--- config.mk ---
export PLATFORM = sky130hd
export DESIGN_NAME = path_node_sequencer_flat
export DESIGN_NICKNAME = d
export VERILOG_FILES = /design/src/rtl/bot_pkg.sv /design/src/rtl/path_node_sequencer_if.sv /design/src/rtl/edge_rise_det.sv /design/src/rtl/path_node_sequencer.sv /design/src/flat_wrapper.sv
export SDC_FILE = /design/constraint.sdc
export NUM_CORES = 1
export LEC_CHECK = 0
export CORE_MARGIN = 2
export CORE_UTILIZATION = 39
export DETAILED_ROUTE_END_ITERATION = 7
export PLACE_DENSITY = 0.69
export RECOVER_POWER = 25
export SKIP_LAST_GASP = 1
export SLEW_MARGIN = 20
export SYNTH_ARGS = -nofsm -noshare
export SYNTH_HDL_FRONTEND = slang
export SYNTH_HIERARCHICAL = 1
export SYNTH_SLANG_ARGS = --single-unit
--- constraint.sdc ---
create_clock -name clk -period 21.1 [get_ports clk]
set_input_delay 4.22 -clock clk [delete_from_list [all_inputs] [get_ports clk]]
set_output_delay 4.22 -clock clk [all_outputs]
set_load 0.01 [all_outputs]
--- src/rtl/bot_pkg.sv ---
// rtl/bot_pkg.sv - shared action codes, sequencer states and default sizes for the line-following bot
package bot_pkg;

   localparam int NODE_W_DEF    = 7;
   localparam int MAX_NODES_DEF = 37;

   typedef enum logic [1:0] {
      FOLLOW_LINE = 2'b00,
      TURN_R      = 2'b01,
      GO_ST       = 2'b10,
      TURN_L      = 2'b11
   } action_e;

   typedef enum logic [1:0] {
      ST_IDLE   = 2'b00,
      ST_FOLLOW = 2'b01,
      ST_TURN   = 2'b10,
      ST_DONE   = 2'b11
   } state_e;

   // Turn codes are the ones with bit 0 set; they wait for the motor block.
   function automatic logic is_turn(input logic [1:0] code);
      return code[0];
   endfunction

endpackage

--- src/rtl/path_node_sequencer_if.sv ---
// rtl/path_node_sequencer_if.sv - path load, sensor/motor handshake and status bundle for the sequencer
interface path_node_sequencer_if import bot_pkg::*; #(
   parameter int NODE_W    = NODE_W_DEF,
   parameter int MAX_NODES = MAX_NODES_DEF
);
   localparam int IDX_W = $clog2(MAX_NODES + 1);

   logic [NODE_W*MAX_NODES-1:0] path_in;
   logic [2*MAX_NODES-1:0]      act_in;
   logic [IDX_W-1:0]            path_len;
   logic                        load;
   logic                        abort;
   logic                        node_det;
   logic                        turn_done;
   logic [NODE_W-1:0]           cur_node;
   logic [NODE_W-1:0]           next_node;
   logic [1:0]                  action;
   logic [IDX_W-1:0]            hop_idx;
   logic                        busy;
   logic                        done;
   logic                        err;

   modport master (
      output path_in, act_in, path_len, load, abort, node_det, turn_done,
      input  cur_node, next_node, action, hop_idx, busy, done, err
   );

   modport slave (
      input  path_in, act_in, path_len, load, abort, node_det, turn_done,
      output cur_node, next_node, action, hop_idx, busy, done, err
   );

endinterface

--- src/rtl/edge_rise_det.sv ---
// rtl/edge_rise_det.sv - registered rising-edge detector; pulses for the cycle the input first reads high
module edge_rise_det (
   input  logic clk,
   input  logic rst,
   input  logic sig_i,
   output logic rise_o
);

   logic sig_q;

   always_ff @(posedge clk or posedge rst) begin
      if (rst) begin
         sig_q <= 1'b0;
      end else begin
         sig_q <= sig_i;
      end
   end

   assign rise_o = sig_i & ~sig_q;

endmodule

--- src/rtl/path_node_sequencer.sv ---
// rtl/path_node_sequencer.sv - path store and hop sequencer; steps the loaded node list on node-detect edges
module path_node_sequencer import bot_pkg::*; #(
   parameter int NODE_W    = NODE_W_DEF,
   parameter int MAX_NODES = MAX_NODES_DEF
) (
   input  logic                clk,
   input  logic                rst,
   path_node_sequencer_if.slave bus
);

   localparam int IDX_W = $clog2(MAX_NODES + 1);

   state_e            state_q, state_d;
   logic [NODE_W-1:0] node_q [MAX_NODES];
   logic [NODE_W-1:0] node_d [MAX_NODES];
   logic [1:0]        act_q  [MAX_NODES];
   logic [1:0]        act_d  [MAX_NODES];
   logic [IDX_W-1:0]  len_q, len_d;
   logic [NODE_W-1:0] cur_q, cur_d;
   logic [NODE_W-1:0] next_q, next_d;
   logic [IDX_W-1:0]  hop_q, hop_d;
   logic [1:0]        action_q, action_d;
   logic              done_q, done_d;
   logic              err_q, err_d;

   logic              ndet_rise;
   logic [IDX_W-1:0]  hop_inc;
   logic [IDX_W-1:0]  last_idx;
   logic [NODE_W-1:0] nxt_entry;
   logic [1:0]        hop_act;
   logic              len_ok;

   edge_rise_det u_ndet (
      .clk    (clk),
      .rst    (rst),
      .sig_i  (bus.node_det),
      .rise_o (ndet_rise)
   );

   always_ff @(posedge clk or posedge rst) begin
      if (rst) begin
         state_q  <= ST_IDLE;
         len_q    <= '0;
         cur_q    <= '0;
         next_q   <= '0;
         hop_q    <= '0;
         action_q <= FOLLOW_LINE;
         done_q   <= 1'b0;
         err_q    <= 1'b0;
         for (int k = 0; k < MAX_NODES; k++) begin
            node_q[k] <= '0;
            act_q[k]  <= '0;
         end
      end else begin
         state_q  <= state_d;
         len_q    <= len_d;
         cur_q    <= cur_d;
         next_q   <= next_d;
         hop_q    <= hop_d;
         action_q <= action_d;
         done_q   <= done_d;
         err_q    <= err_d;
         for (int k = 0; k < MAX_NODES; k++) begin
            node_q[k] <= node_d[k];
            act_q[k]  <= act_d[k];
         end
      end
   end

   // Index muxes: turn code for arrival at hop_q, and the node after it.
   always_comb begin
      hop_inc   = hop_q + IDX_W'(1);
      last_idx  = len_q - IDX_W'(1);
      nxt_entry = '0;
      hop_act   = FOLLOW_LINE;
      for (int k = 0; k < MAX_NODES; k++) begin
         if (hop_inc == IDX_W'(k)) nxt_entry = node_q[k];
         if (hop_q == IDX_W'(k))   hop_act   = act_q[k];
      end
      len_ok = (bus.path_len >= IDX_W'(2)) && (bus.path_len <= IDX_W'(MAX_NODES));
   end

   always_comb begin
      state_d  = state_q;
      node_d   = node_q;
      act_d    = act_q;
      len_d    = len_q;
      cur_d    = cur_q;
      next_d   = next_q;
      hop_d    = hop_q;
      action_d = action_q;
      done_d   = done_q;
      err_d    = err_q;

      if (bus.abort) begin
         state_d  = ST_IDLE;
         action_d = FOLLOW_LINE;
      end else begin
         case (state_q)
            ST_IDLE, ST_DONE: begin
               if (bus.load) begin
                  if (len_ok) begin
                     for (int k = 0; k < MAX_NODES; k++) begin
                        node_d[k] = bus.path_in[k*NODE_W +: NODE_W];
                        act_d[k]  = bus.act_in[2*k +: 2];
                     end
                     len_d    = bus.path_len;
                     cur_d    = bus.path_in[0 +: NODE_W];
                     next_d   = bus.path_in[NODE_W +: NODE_W];
                     hop_d    = IDX_W'(1);
                     action_d = FOLLOW_LINE;
                     done_d   = 1'b0;
                     err_d    = 1'b0;
                     state_d  = ST_FOLLOW;
                  end else begin
                     err_d = 1'b1;
                  end
               end
            end
            ST_FOLLOW: begin
               if (bus.load) err_d = 1'b1;
               // A go-straight code is shown for exactly one cycle.
               action_d = FOLLOW_LINE;
               if (ndet_rise) begin
                  cur_d = next_q;
                  if (hop_q == last_idx) begin
                     done_d  = 1'b1;
                     state_d = ST_DONE;
                  end else begin
                     action_d = hop_act;
                     if (is_turn(hop_act)) begin
                        state_d = ST_TURN;
                     end else begin
                        hop_d  = hop_inc;
                        next_d = nxt_entry;
                     end
                  end
               end
            end
            ST_TURN: begin
               if (bus.load) err_d = 1'b1;
               if (bus.turn_done) begin
                  hop_d    = hop_inc;
                  next_d   = nxt_entry;
                  action_d = FOLLOW_LINE;
                  state_d  = ST_FOLLOW;
               end
            end
            default: state_d = ST_IDLE;
         endcase
      end
   end

   always_comb begin
      bus.busy      = (state_q == ST_FOLLOW) || (state_q == ST_TURN);
      bus.cur_node  = cur_q;
      bus.next_node = next_q;
      bus.action    = action_q;
      bus.hop_idx   = hop_q;
      bus.done      = done_q;
      bus.err       = err_q;
   end

endmodule

--- src/flat_wrapper.sv ---
// flat-port wrapper written by rule: the top's interface ports become plain ports
module path_node_sequencer_flat import bot_pkg::*;
#(
   parameter int NODE_W    = NODE_W_DEF,
   parameter int MAX_NODES = MAX_NODES_DEF
)
  (clk, rst, bus_path_in, bus_act_in, bus_path_len, bus_load, bus_abort, bus_node_det, bus_turn_done, bus_cur_node, bus_next_node, bus_action, bus_hop_idx, bus_busy, bus_done, bus_err);
  path_node_sequencer_if #(.NODE_W(NODE_W), .MAX_NODES(MAX_NODES)) bus_i ();
  input  logic clk;
  input  logic rst;
  input wire logic [$bits(bus_i.path_in)-1:0] bus_path_in;
  input wire logic [$bits(bus_i.act_in)-1:0] bus_act_in;
  input wire logic [$bits(bus_i.path_len)-1:0] bus_path_len;
  input wire logic [$bits(bus_i.load)-1:0] bus_load;
  input wire logic [$bits(bus_i.abort)-1:0] bus_abort;
  input wire logic [$bits(bus_i.node_det)-1:0] bus_node_det;
  input wire logic [$bits(bus_i.turn_done)-1:0] bus_turn_done;
  output wire logic [$bits(bus_i.cur_node)-1:0] bus_cur_node;
  output wire logic [$bits(bus_i.next_node)-1:0] bus_next_node;
  output wire logic [$bits(bus_i.action)-1:0] bus_action;
  output wire logic [$bits(bus_i.hop_idx)-1:0] bus_hop_idx;
  output wire logic [$bits(bus_i.busy)-1:0] bus_busy;
  output wire logic [$bits(bus_i.done)-1:0] bus_done;
  output wire logic [$bits(bus_i.err)-1:0] bus_err;
  assign bus_i.path_in = bus_path_in;
  assign bus_i.act_in = bus_act_in;
  assign bus_i.path_len = bus_path_len;
  assign bus_i.load = bus_load;
  assign bus_i.abort = bus_abort;
  assign bus_i.node_det = bus_node_det;
  assign bus_i.turn_done = bus_turn_done;
  assign bus_cur_node = bus_i.cur_node;
  assign bus_next_node = bus_i.next_node;
  assign bus_action = bus_i.action;
  assign bus_hop_idx = bus_i.hop_idx;
  assign bus_busy = bus_i.busy;
  assign bus_done = bus_i.done;
  assign bus_err = bus_i.err;
  path_node_sequencer #(.NODE_W(NODE_W), .MAX_NODES(MAX_NODES)) u_core (.clk(clk), .rst(rst), .bus(bus_i));
endmodule
# After elaboration in Yosys (flattened, before gate mapping)
# Cells that the tools add are included.
[classes]
magnitude_cmp = 2
n_eq_ne = 89
n_reduce_logical = 15
n_mux = 116
n_bitwise = 3
n_addsub = 2
[op_table]
columns = ["operator", "count"]
rows = [
  ["7-bit 2-to-1 mux", 46],
  ["6-bit by 5-bit equality test with 1-bit output (second input constant)", 32],
  ["2-bit 2-to-1 mux", 50],
  ["6-bit by 4-bit equality test with 1-bit output (second input constant)", 16],
  ["6-bit equality test (second input constant)", 10],
  ["6-bit by 3-bit equality test with 1-bit output (second input constant)", 8],
  ["6-bit 2-to-1 mux", 6],
  ["6-bit by 2-bit equality test with 1-bit output (second input constant)", 4],
  ["7-bit case mux with 3 select lines", 1],
  ["6-bit case mux with 3 select lines", 1],
  ["7-bit case mux with 2 select lines", 1],
  ["6-bit by 1-bit equality test with 1-bit output (second input constant)", 2],
  ["6-bit zero test", 2],
  ["2-bit case mux with 3 select lines", 2],
  ["5-bit AND reduction", 2],
  ["2-bit by 1-bit != test with 1-bit output (second input constant)", 4],
  ["2-bit != test (second input constant)", 4],
  ["1-bit 2-to-1 mux", 7],
  ["7-bit AND reduction", 1],
  ["6-bit by 1-bit adder with 6-bit output (second input constant)", 1],
  ["6-bit equality test", 1],
  ["6-bit by 2-bit greater-or-equal comparator with 1-bit output (second input constant)", 1],
  ["6-bit less-or-equal comparator (second input constant)", 1],
  ["3-bit by 2-bit != test with 1-bit output (second input constant)", 2],
  ["16 further kinds", 22],
]
[totals]
input_bits = 345
wordCells = 310
out_inout_bits = 25
register_bits = 366

# Longest topological paths before layout
# Gate-level depths: netlist (run 1).
[depth]
ltp_word = 43
ltp_mapped = 16
ltp_nobuf = 11

# Modules after synthesis
# The synthesis (run 1) kept the hierarchy.
[by_module_without_submodules]
columns = ["module", "area_each_um2", "cells_each", "seq_area_each_um2", "instances"]
rows = [
  ["path_node_sequencer", 18858.1, 1708, 9133.8, 1],
  ["edge_rise_det", 42.5, 3, 25.0, 1],
]

# Least setup slack after synthesis (run 1)
# No wires, ideal clock.
[synth_path]
path_kind = "input to register"
start = "in bus_path_len[1]"
end = "reg u_core/act_q[69] (netlist bit)"
path_buffers = 3
required_time_ps = 20975
path_stages = 8
setup_ps = 125
arrival_ps = 6113
setup_slack_ps = 14862
path_cell_list = "a211o_1 -> nand2_1 -> o211ai_1 -> nor3_1 -> clkbuf_1 -> clkbuf_1 -> clkbuf_1 -> mux2_2"
[synth_between]
elab_chain_cells = 3
word_cells_on_any_way = 4
classes_between = "order compare (2); reduce/logical (2)"
[synth_rtl]
columns = ["item", "line", "text"]
rows = [
  ["start, declared", "flat_wrapper.sv:13", "input wire logic [$bits(bus_i.path_len)-1:0] bus_path_len;"],
  ["6-bit by 2-bit greater-or-equal comparator with 1-bit output / 6-bit less-or-equal comparator (equally long branches)", "path_node_sequencer.sv:80", "len_ok = (bus.path_len >= IDX_W'(2)) && (bus.path_len <= IDX_W'(MAX_NODES));"],
  ["1-bit logical AND *", "path_node_sequencer.sv:80", ""],
  ["4-bit AND reduction (no source line) *", "-", ""],
  ["end signal, assigned by index", "path_node_sequencer.sv:65", "act_q[k] <= act_d[k];"],
  ["end, declared", "path_node_sequencer.sv:16", "logic [1:0] act_q [MAX_NODES];"],
]
# Mark *: on every way between the ends. The rest lies on a longest branch, timed or not.
# A chain may end at the register's enable or synchronous reset.

# Worst setup path in the final report (run 1)
[layout_path]
start = "in bus_path_len[1]"
end = "reg u_core/node_q[176] (netlist bit)"
[layout_between]
elab_chain_cells = 3
word_cells_on_any_way = 4
classes_between = "order compare (2); reduce/logical (2)"
[layout_rtl]
columns = ["item", "line", "text"]
rows = [
  ["6-bit by 2-bit greater-or-equal comparator with 1-bit output / 6-bit less-or-equal comparator (equally long branches)", "path_node_sequencer.sv:80", ""],
  ["1-bit logical AND *", "path_node_sequencer.sv:80", ""],
  ["4-bit AND reduction (no source line) *", "-", ""],
  ["end signal, assigned by index", "path_node_sequencer.sv:64", "node_q[k] <= node_d[k];"],
  ["end, declared", "path_node_sequencer.sv:14", "logic [NODE_W-1:0] node_q [MAX_NODES];"],
]
# Marked as above.

==> results of run 1 <==
worst register-to-register path: cells and delay by family, from the launching register on:
| family | cells | cell delay [ns] |
|---|---|---|
| DFF | 1 | 0.39 |
| and+or+nand+nor | 1 | 0.28 |
| muxes | 1 | 1.53 |
| adders and majority gates | 1 | 0.77 |
| buffers and inverters | 3 | 7.44 |
synthesized netlist by cell type (all sizes together) (5+ instances only):
cell       n
a2bb2oi    5
nand3b     7
nand4     14
o2111ai    9
or3        8
o21ai     99
mux2i     12
a221oi    14
o221ai    14
a22oi     10
mux2     327
nor4      10
nor2b     11
nor2      98
clkbuf    59
o211ai    29
nor3      35
nand2b    22
o22ai     20
dfrtp    366
a221o      7
nand3     42
o32ai      5
a211oi    22
a31oi     23
a2111oi    8
a32oi      7
ha         8
inv       26
nor4b      6
o21a       6
buf       52
nand2    118
a21oi     94
and3      18
and2      10
cell type report:
class                      instances  share of cell area [%]
clock inverter                    17                   0.829
timing repair buffer             394                    15.9
inverter                          28                   0.435
antenna                            1                  0.0102
sequential                       366                    37.5
multi-input combinational       1206                    37.4
clock buffer                      56                    4.89
tap                              615                    3.15
sequential cells by signal, indices dropped and copies added, names as in the netlist, 2 cells and up:
| signal | cells |
|---|---|
| u_core/len_q | 6 |
| u_core/bus.hop_idx | 6 |
| u_core/bus.next_node | 7 |
| u_core/state_q | 2 |
| u_core/act_q | 74 |
| u_core/bus.action | 2 |
| u_core/bus.cur_node | 7 |
| u_core/node_q | 259 |
routing by layer:
layer / vias to the layer above / share of wire, % / global-route usage [%]
met5: - / 0 / 0
met4: 0 / 3.7 / 10.6
met3: 161 / 7.8 / 4.98
met2: 815 / 48 / 44.2
met1: 8058 / 41 / 34.7
li1: 7064 / - / -
cell families after synthesis:
group                      synth area share (%)
DFF                                        48.5
and+or+nand+nor                            11.2
adders and majority gates                 0.530
buffers and inverters                      3.35
muxes                                      20.1
xor gates and xnor gates                  0.278
AOI/OAI and AO/OA                          16.1
worst max-delay path by stage:
stage	slack (ns)	end	cells after the start
finish	7.64	u_core/node_q[176]	7
global route	6.93	u_core/node_q[119]	7
floorplan	6.75	u_core/act_q[0]	1
global placement	13.40	u_core/node_q[183]	8
detailed placement	13.35	u_core/node_q[224]	8
CTS	13.94	u_core/node_q[224]	8
metrics by stage:
| stage | total power, mW | hold slack (ns) | cells |
|---|---|---|---|
| 2_1_floorplan | 2.03 | 0.471 | 1711 |
| 3_3_place_gp | 2.49 | 0.481 | 2609 |
| 3_5_place_dp | 2.53 | 0.487 | 2609 |
| 4_1_cts | 3.29 | 0.502 | 2682 |
| 5_1_grt | 3.48 | 0.517 | 2683 |
| 6_report | 3.31 | 0.502 | 2683 |
power groups by stage:
stage	clock network [mW]	registers, mW	logic (mW)
final	0.740	1.29	1.28
after floorplan	0	1.20	0.826
after detailed placement	0	1.29	1.24
after global routing	0.785	1.33	1.37
after CTS	0.756	1.28	1.25
after global placement	0	1.28	1.21
==> results.sh, run 1 <==
export IMPL_power_frac_comb_pct=38.6
export IMPL_grt_pass1_vias=16393
export IMPL_cts_buffers_inserted=41
export IMPL_pre_cts_ws_ns=13.35
export IMPL_viasPerCell=6.00
export IMPL_tns_ns=0
export IMPL_finalNetCount=2390
export IMPL_ctsResizeCount=0
export IMPL_cp_slowest_cell="clkbuf_1"
export IMPL_die_y_um=224
export IMPL_wl_um=67800
export IMPL_synth_seq_cells=366
export IMPL_regToRegStartpoint="u_core/state_q[0]"
export IMPL_async_reset_ff_share_pct=100
export IMPL_synth_cell_area_mm2=0.0189
export IMPL_status="complete, but fails checks"
export IMPL_hold_path_class="reg -> reg"
export IMPL_final_layout_size_suffix_gt1_share_pct=22.4
export IMPL_cts_root_buf="clkbuf_16"
export IMPL_die_area_mm2=0.0502
export IMPL_final_common_cell="dfrtp_1"
export IMPL_regArea_mm2=0.00916
export IMPL_fmax_mhz=74.3
export IMPL_postSynthNetCount=2064
export IMPL_crit_required_ns=21.55
export IMPL_p_clk_share_pct=22.4
export IMPL_wl_per_cell_um=25.3
export IMPL_synth_cell_types=105
export IMPL_critPathLaunch="bus_path_len[1]"
export IMPL_ctsHoldBuffers=0
export IMPL_power_density_mw_per_mm2=135
export IMPL_seqPwrFrac_pct=39.0
export IMPL_switchingPower_mw=1.21
export IMPL_ys_warnings_count=6
export IMPL_numPortBuffers=369
export IMPL_endpoint_kind="flip-flop"
export IMPL_dr_total_vias=16098
export IMPL_path_buf_inv=2
export IMPL_synth_edf_count=0
export IMPL_core_area_mm2=0.0477
export IMPL_period_needed_ns=13.46
export IMPL_rrSetupSlack_ns=10.59
export IMPL_min_delay_start="u_core/act_q[68]"
export IMPL_ys_seq_area_share_pct=48.5
export IMPL_failed_checks="capacitance limit, slew limit"
export IMPL_hold_path_endpoint="u_core/act_q[68]"
export IMPL_tightestPinTransition_ns=10.34
export IMPL_cp_start_kind="primary input"
export IMPL_ios=370
export IMPL_drv_cap=3
export IMPL_syn_avg_cell_area_um2=11.0
export IMPL_hold_viol_final=0
export IMPL_die_w_um=224
export IMPL_clk_pin_slew_ns=0.06
export IMPL_fin_crit_sh_pct=63.8
export IMPL_rsz0062_at_grt="no"
export IMPL_fill_cells=4201
export IMPL_netlist_instances=1711
export IMPL_slew_headroom_pct=-589
export IMPL_cts_tree="done"
export IMPL_placed_area_mm2=0.0231
export IMPL_path_class="in -> reg"
export IMPL_drc=0
export IMPL_switching_share_pct=36.5
export IMPL_antenna_found_initial=2
export IMPL_arrival_ns=13.91
export IMPL_fin_worst_skew_ns=0.0136
export IMPL_grt_first_pass_wirelength_um=101000
export IMPL_power_internal_mw=2.10
export IMPL_clockBufferDepth=3
export IMPL_insertion_delay_ns=0.56
export IMPL_rr_worst_depth=6
export IMPL_place_hpwl_um=49900
export IMPL_grt_usage_pct=26.7
export IMPL_setup_viol=0
export IMPL_worst_slack_ns=7.64
export IMPL_critPathMaxFanout=191
export IMPL_postCtsSetupBuffers=0
export IMPL_core_rowCount=80
export IMPL_final_area_mm2=0.0244
export IMPL_drt_iter0_drc=1598
export IMPL_crit_family="buffers and inverters"
export IMPL_first_pass_iters=7
export IMPL_routabilityCongestion=0.908
export IMPL_synth_ff_type="dfrtp_1"
export IMPL_initial_core_util_pct=39.6
export IMPL_htree_num_levels=2
export IMPL_synthTopCellsByArea="dfrtp_1 (48%), mux2_2 (19%), a21oi_1 (2.4%), nand2_1 (2.3%), o21ai_0 (2.3%)"
export IMPL_ir_drop_v=0.0000694
export IMPL_leakagePower_nw=9.73
export IMPL_hold_depth=1
export IMPL_grt_max_degree=192
export IMPL_multiInputGateArea_mm2=0.00913
export IMPL_cts_sinks=366
export IMPL_drt_antenna_violating_nets=0
export IMPL_crit_chain="clkdlybuf4s50_1 > a211o_1 > nand2_1 > o211ai_1 > nor3_2 > clkbuf_1 > mux2_2"
export IMPL_crit_path_max_incr_delay_ns=7.02
export IMPL_area_growth_pct=29.3
export IMPL_synth_top_area_share_pct=48.5
export IMPL_slew_violations=408
export IMPL_reg2reg_to="u_core/node_q[176]"
export IMPL_yosys_area_top_type="dfrtp_1"
export IMPL_grt_ovfl_total=0
export IMPL_final_cell_mix="dfrtp_1 (366), clkdlybuf4s50_1 (345), mux2_2 (327)"
export IMPL_utilization_pct=51.2
(Power assumes the default switching activity.)
==> run 2: changes to the inputs <==
Settings changed: PLACE_DENSITY 0.69 to 0.71.
Clock period 21.1 ns to 11.5 ns, I/O delays scaled along.
==> results.sh, run 2 (synthesis results as in run 1) <==
export IMPL_status="complete, but fails checks"
export IMPL_failed_checks="capacitance limit, slew limit"
export IMPL_antenna_found_initial=4
export IMPL_hold_depth=1
export IMPL_ctsHoldBuffers=0
export IMPL_final_cell_mix="clkdlybuf4s50_1 (367), dfrtp_1 (366), mux2_2 (327)"
export IMPL_arrival_ns=6.47
export IMPL_power_density_mw_per_mm2=246
export IMPL_core_rowCount=80
export IMPL_viasPerCell=6.01
export IMPL_initial_core_util_pct=39.6
export IMPL_top_regs="u_core/node_q (259), u_core/act_q (74)"
export IMPL_grt_ovfl_total=0
export IMPL_hold_slack_ns=0.500
export IMPL_grt_pass1_vias=16448
export IMPL_drc=0
export IMPL_critPathLaunch="rst"
export IMPL_regToRegStartpoint="u_core/bus.hop_idx[1]"
export IMPL_ir_drop_v=0.000111
export IMPL_ios=370
export IMPL_rr_worst_depth=11
export IMPL_clockBufferDepth=3
export IMPL_endpoint_kind="async pin"
export IMPL_hold_path_class="reg -> reg"
export IMPL_die_w_um=224
export IMPL_slew_headroom_pct=-155
export IMPL_setup_viol=0
export IMPL_cts_tree="done"
export IMPL_cts_buffers_inserted=41
export IMPL_final_area_mm2=0.0245
export IMPL_final_layout_size_suffix_gt1_share_pct=22.2
export IMPL_grt_max_degree=192
export IMPL_placed_area_mm2=0.0231
export IMPL_slew_violations=217
export IMPL_core_area_mm2=0.0477
export IMPL_dr_total_vias=16153
export IMPL_numPortBuffers=369
export IMPL_postCtsSetupBuffers=0
export IMPL_routabilityCongestion=0.929
export IMPL_fin_crit_sh_pct=58.2
export IMPL_rsz0062_at_grt="no"
export IMPL_fin_worst_skew_ns=0.0198
export IMPL_path_class="in -> async"
export IMPL_min_delay_start="u_core/node_q[230]"
export IMPL_fmax_mhz=149
export IMPL_finalNetCount=2394
export IMPL_placed_cells=2612
export IMPL_clk_pin_slew_ns=0.06
export IMPL_drt_antenna_violating_nets=0
export IMPL_period_needed_ns=6.69
export IMPL_insertion_delay_ns=0.57
export IMPL_largest_register="u_core/node_q"
export IMPL_die_y_um=224
export IMPL_grt_first_pass_wirelength_um=102000
export IMPL_cts_sinks=366
export IMPL_drv_cap=2
export IMPL_tightestPinTransition_ns=3.82
export IMPL_wl_per_cell_um=25.4
export IMPL_cp_start_kind="primary input"
export IMPL_htree_num_levels=2
export IMPL_wl_um=68300
export IMPL_fin_cells=2688
export IMPL_final_common_cell="clkdlybuf4s50_1"
export IMPL_die_area_mm2=0.0502
export IMPL_largest_reg_flops=259
export IMPL_tns_ns=0
export IMPL_place_hpwl_um=49800
export IMPL_drt_iter0_drc=1893
export IMPL_ctsResizeCount=0
export IMPL_critPathMaxFanout=152
export IMPL_grt_usage_pct=26.8
export IMPL_cts_root_buf="clkbuf_16"
export IMPL_fill_cells=4153
export IMPL_first_pass_iters=6
export IMPL_area_growth_pct=29.4
export IMPL_leakagePower_nw=9.73
export IMPL_hold_viol_final=0
export IMPL_crit_required_ns=11.28
-- run 2: worst paths after layout --
path,slack (ns),to
setup / recovery,4.81,u_core/node_q[217]
hold / removal,0.50,u_core/node_q[230]
setup reg to reg,6.05,u_core/bus.next_node[3]
hold reg to reg,0.50,u_core/node_q[230]
max in group clk,6.05,u_core/bus.next_node[3]
min in group asynchronous,2.05,u_core/u_ndet/sig_q
-- run 2: report_power, final --
part | internal [mW] | total [mW] | switching, mW | leakage, nW
combinational | 1.07 | 2.30 | 1.23 | 4.72
clock | 0.798 | 1.34 | 0.538 | 0.659
sequential | 1.93 | 2.38 | 0.451 | 4.35
total | 3.80 | 6.02 | 2.22 | 9.73
-- run 2: final cells by class --
class                      instances  area [um^2]  area share [%]
inverter                          28          106           0.435
timing repair buffer             398         3950            16.1
sequential                       366         9160            37.4
clock inverter                     9          126           0.517
multi-input combinational       1206         9120            37.3
clock buffer                      64         1220            5.01
tap                              615          769            3.15
antenna                            2         5.00          0.0205
-- run 2: stage by stage --
stage,setup slack (ns),util (%),power (mW)
after floorplan,4.30,-,3.73
after global placement,5.73,48.4,4.55
after detailed placement,5.62,48.4,4.64
after CTS,6.22,51.2,6.00
after global routing,3.81,51.2,6.31
final,4.81,51.2,6.02
-- run 2: routing by layer --
layer / global-route usage (%) / part of all wire (%) / vias to the layer above
li1: - / - / 7079
met1: 34.7 / 41 / 7995
met2: 44.3 / 48 / 900
met3: 4.79 / 7.3 / 177
met4: 11.5 / 4.3 / 2
met5: 0 / 0.019 / -
-- run 2: worst max-delay path: stages --
cell           delay [ns]
dlygate4sd3_1        0.57
clkinvlp_2           0.69
clkbuf_2             2.78
==> run 3: changes to the inputs <==
Settings changed: PLACE_DENSITY 0.71 to 0.69.
Clock period 11.5 ns to 6.3 ns, I/O delays scaled along.
==> results.sh, run 3 (synthesis results as in run 1) <==
export IMPL_arrival_ns=5.32
export IMPL_die_w_um=224
export IMPL_regArea_mm2=0.00916
export IMPL_clockBufferDepth=3
export IMPL_placed_area_mm2=0.0231
export IMPL_period_needed_ns=4.87
export IMPL_finalNetCount=2390
export IMPL_multiInputGateArea_mm2=0.00912
export IMPL_insertion_delay_ns=0.58
export IMPL_fmax_mhz=205
export IMPL_antenna_found_initial=2
export IMPL_top_regs="u_core/node_q (259), u_core/act_q (74)"
export IMPL_first_pass_iters=8
export IMPL_tns_ns=0
export IMPL_hold_viol_final=0
export IMPL_htree_num_levels=2
export IMPL_hold_slack_ns=0.502
export IMPL_largest_reg_flops=259
export IMPL_final_area_mm2=0.0245
export IMPL_rsz0062_at_grt="no"
export IMPL_core_area_mm2=0.0477
export IMPL_status="complete, but fails checks"
export IMPL_hold_path_class="reg -> reg"
export IMPL_cts_root_buf="clkbuf_16"
export IMPL_cp_start_kind="flip-flop"
export IMPL_core_rowCount=80
export IMPL_postCtsSetupBuffers=0
export IMPL_largest_register="u_core/node_q"
export IMPL_fin_cells=2684
export IMPL_grt_usage_pct=26.9
export IMPL_cts_buffers_inserted=40
export IMPL_area_growth_pct=29.5
export IMPL_slew_headroom_pct=-70.1
export IMPL_power_density_mw_per_mm2=452
export IMPL_leakagePower_nw=9.71
export IMPL_ctsResizeCount=0
export IMPL_grt_ovfl_total=0
export IMPL_ctsHoldBuffers=0
export IMPL_cts_tree="done"
export IMPL_drt_iter0_drc=1913
export IMPL_tightestPinTransition_ns=2.55
export IMPL_initial_core_util_pct=39.6
export IMPL_die_y_um=224
export IMPL_final_common_cell="clkdlybuf4s50_1"
export IMPL_slew_violations=226
export IMPL_pre_cts_ws_ns=1.54
export IMPL_failed_checks="capacitance limit, slew limit"
export IMPL_wl_per_cell_um=25.6
export IMPL_ir_drop_v=0.000200
export IMPL_place_hpwl_um=51700
export IMPL_ios=370
export IMPL_power_mw=11.1
export IMPL_fin_worst_skew_ns=0.0283
export IMPL_drt_antenna_violating_nets=0
export IMPL_drc=0
export IMPL_path_class="reg -> reg"
export IMPL_fin_crit_sh_pct=77.3
export IMPL_setup_viol=0
export IMPL_wl_um=68700
export IMPL_placed_cells=2610
export IMPL_cts_sinks=366
export IMPL_die_area_mm2=0.0502
export IMPL_dr_total_vias=16117
export IMPL_final_cell_mix="clkdlybuf4s50_1 (367), dfrtp_1 (366), mux2_2 (327)"
export IMPL_grt_first_pass_wirelength_um=102000
export IMPL_critPathMaxFanout=25
export IMPL_numPortBuffers=369
export IMPL_grt_max_degree=113
export IMPL_drv_cap=3
export IMPL_routabilityCongestion=0.958
export IMPL_fill_cells=4166
export IMPL_crit_required_ns=6.75
export IMPL_worst_slack_ns=1.43
export IMPL_grt_pass1_vias=16276
export IMPL_final_layout_size_suffix_gt1_share_pct=22.3
export IMPL_viasPerCell=6.00
export IMPL_utilization_pct=51.3
export IMPL_endpoint_kind="flip-flop"
export IMPL_clk_pin_slew_ns=0.06
[run 3: power by group]
group	internal [mW]	total, mW	switching, mW
Combinational	1.95	4.03	2.08
Sequential	3.53	4.53	1.01
Clock	1.50	2.50	1.00
Total	6.97	11.1	4.09
[run 3: cell type report]
type | instances | share of cell area [%]
sequential | 366 | 37.4
clock buffer | 53 | 4.54
antenna | 2 | 0.0204
inverter | 28 | 0.434
multi-input combinational | 1206 | 37.3
clock inverter | 19 | 1.13
tap | 615 | 3.14
timing repair buffer | 395 | 16.1
[run 3: metal layers]
layer / global-route usage, % / share of wire, %
met5: 0 / 0
met4: 10.6 / 4.3
met3: 5.55 / 8.1
met2: 43.2 / 47
met1: 35.8 / 41
[run 3: worst max-delay path: stages, from the launching register on]
cell and delay, ns:
dfrtp_1 0.61, inv_1 0.21, ha_2 0.53, clkinv_1 0.64
nor2_1 0.38, a221oi_1 0.13, o32ai_1 0.35, a221oi_1 0.14
o21ai_1 0.37, o41a_1 0.82, mux2_2 0.43, o41a_1 0.11
[run 3: path summary, 6_finish.rpt]
check | end | depth (start not counted) | slack [ns] | from
max | u_core/bus.next_node[3] | 11 | 1.43 | u_core/bus.hop_idx[1]
min | u_core/node_q[103] | 1 | 0.50 | u_core/node_q[103]
max reg2reg | u_core/bus.next_node[3] | 11 | 1.43 | u_core/bus.hop_idx[1]
min reg2reg | u_core/node_q[103] | 1 | 0.50 | u_core/node_q[103]
max in group asynchronous | u_core/node_q[204] | 3 | 1.93 | rst
min in group asynchronous | u_core/u_ndet/sig_q | 2 | 1.01 | rst
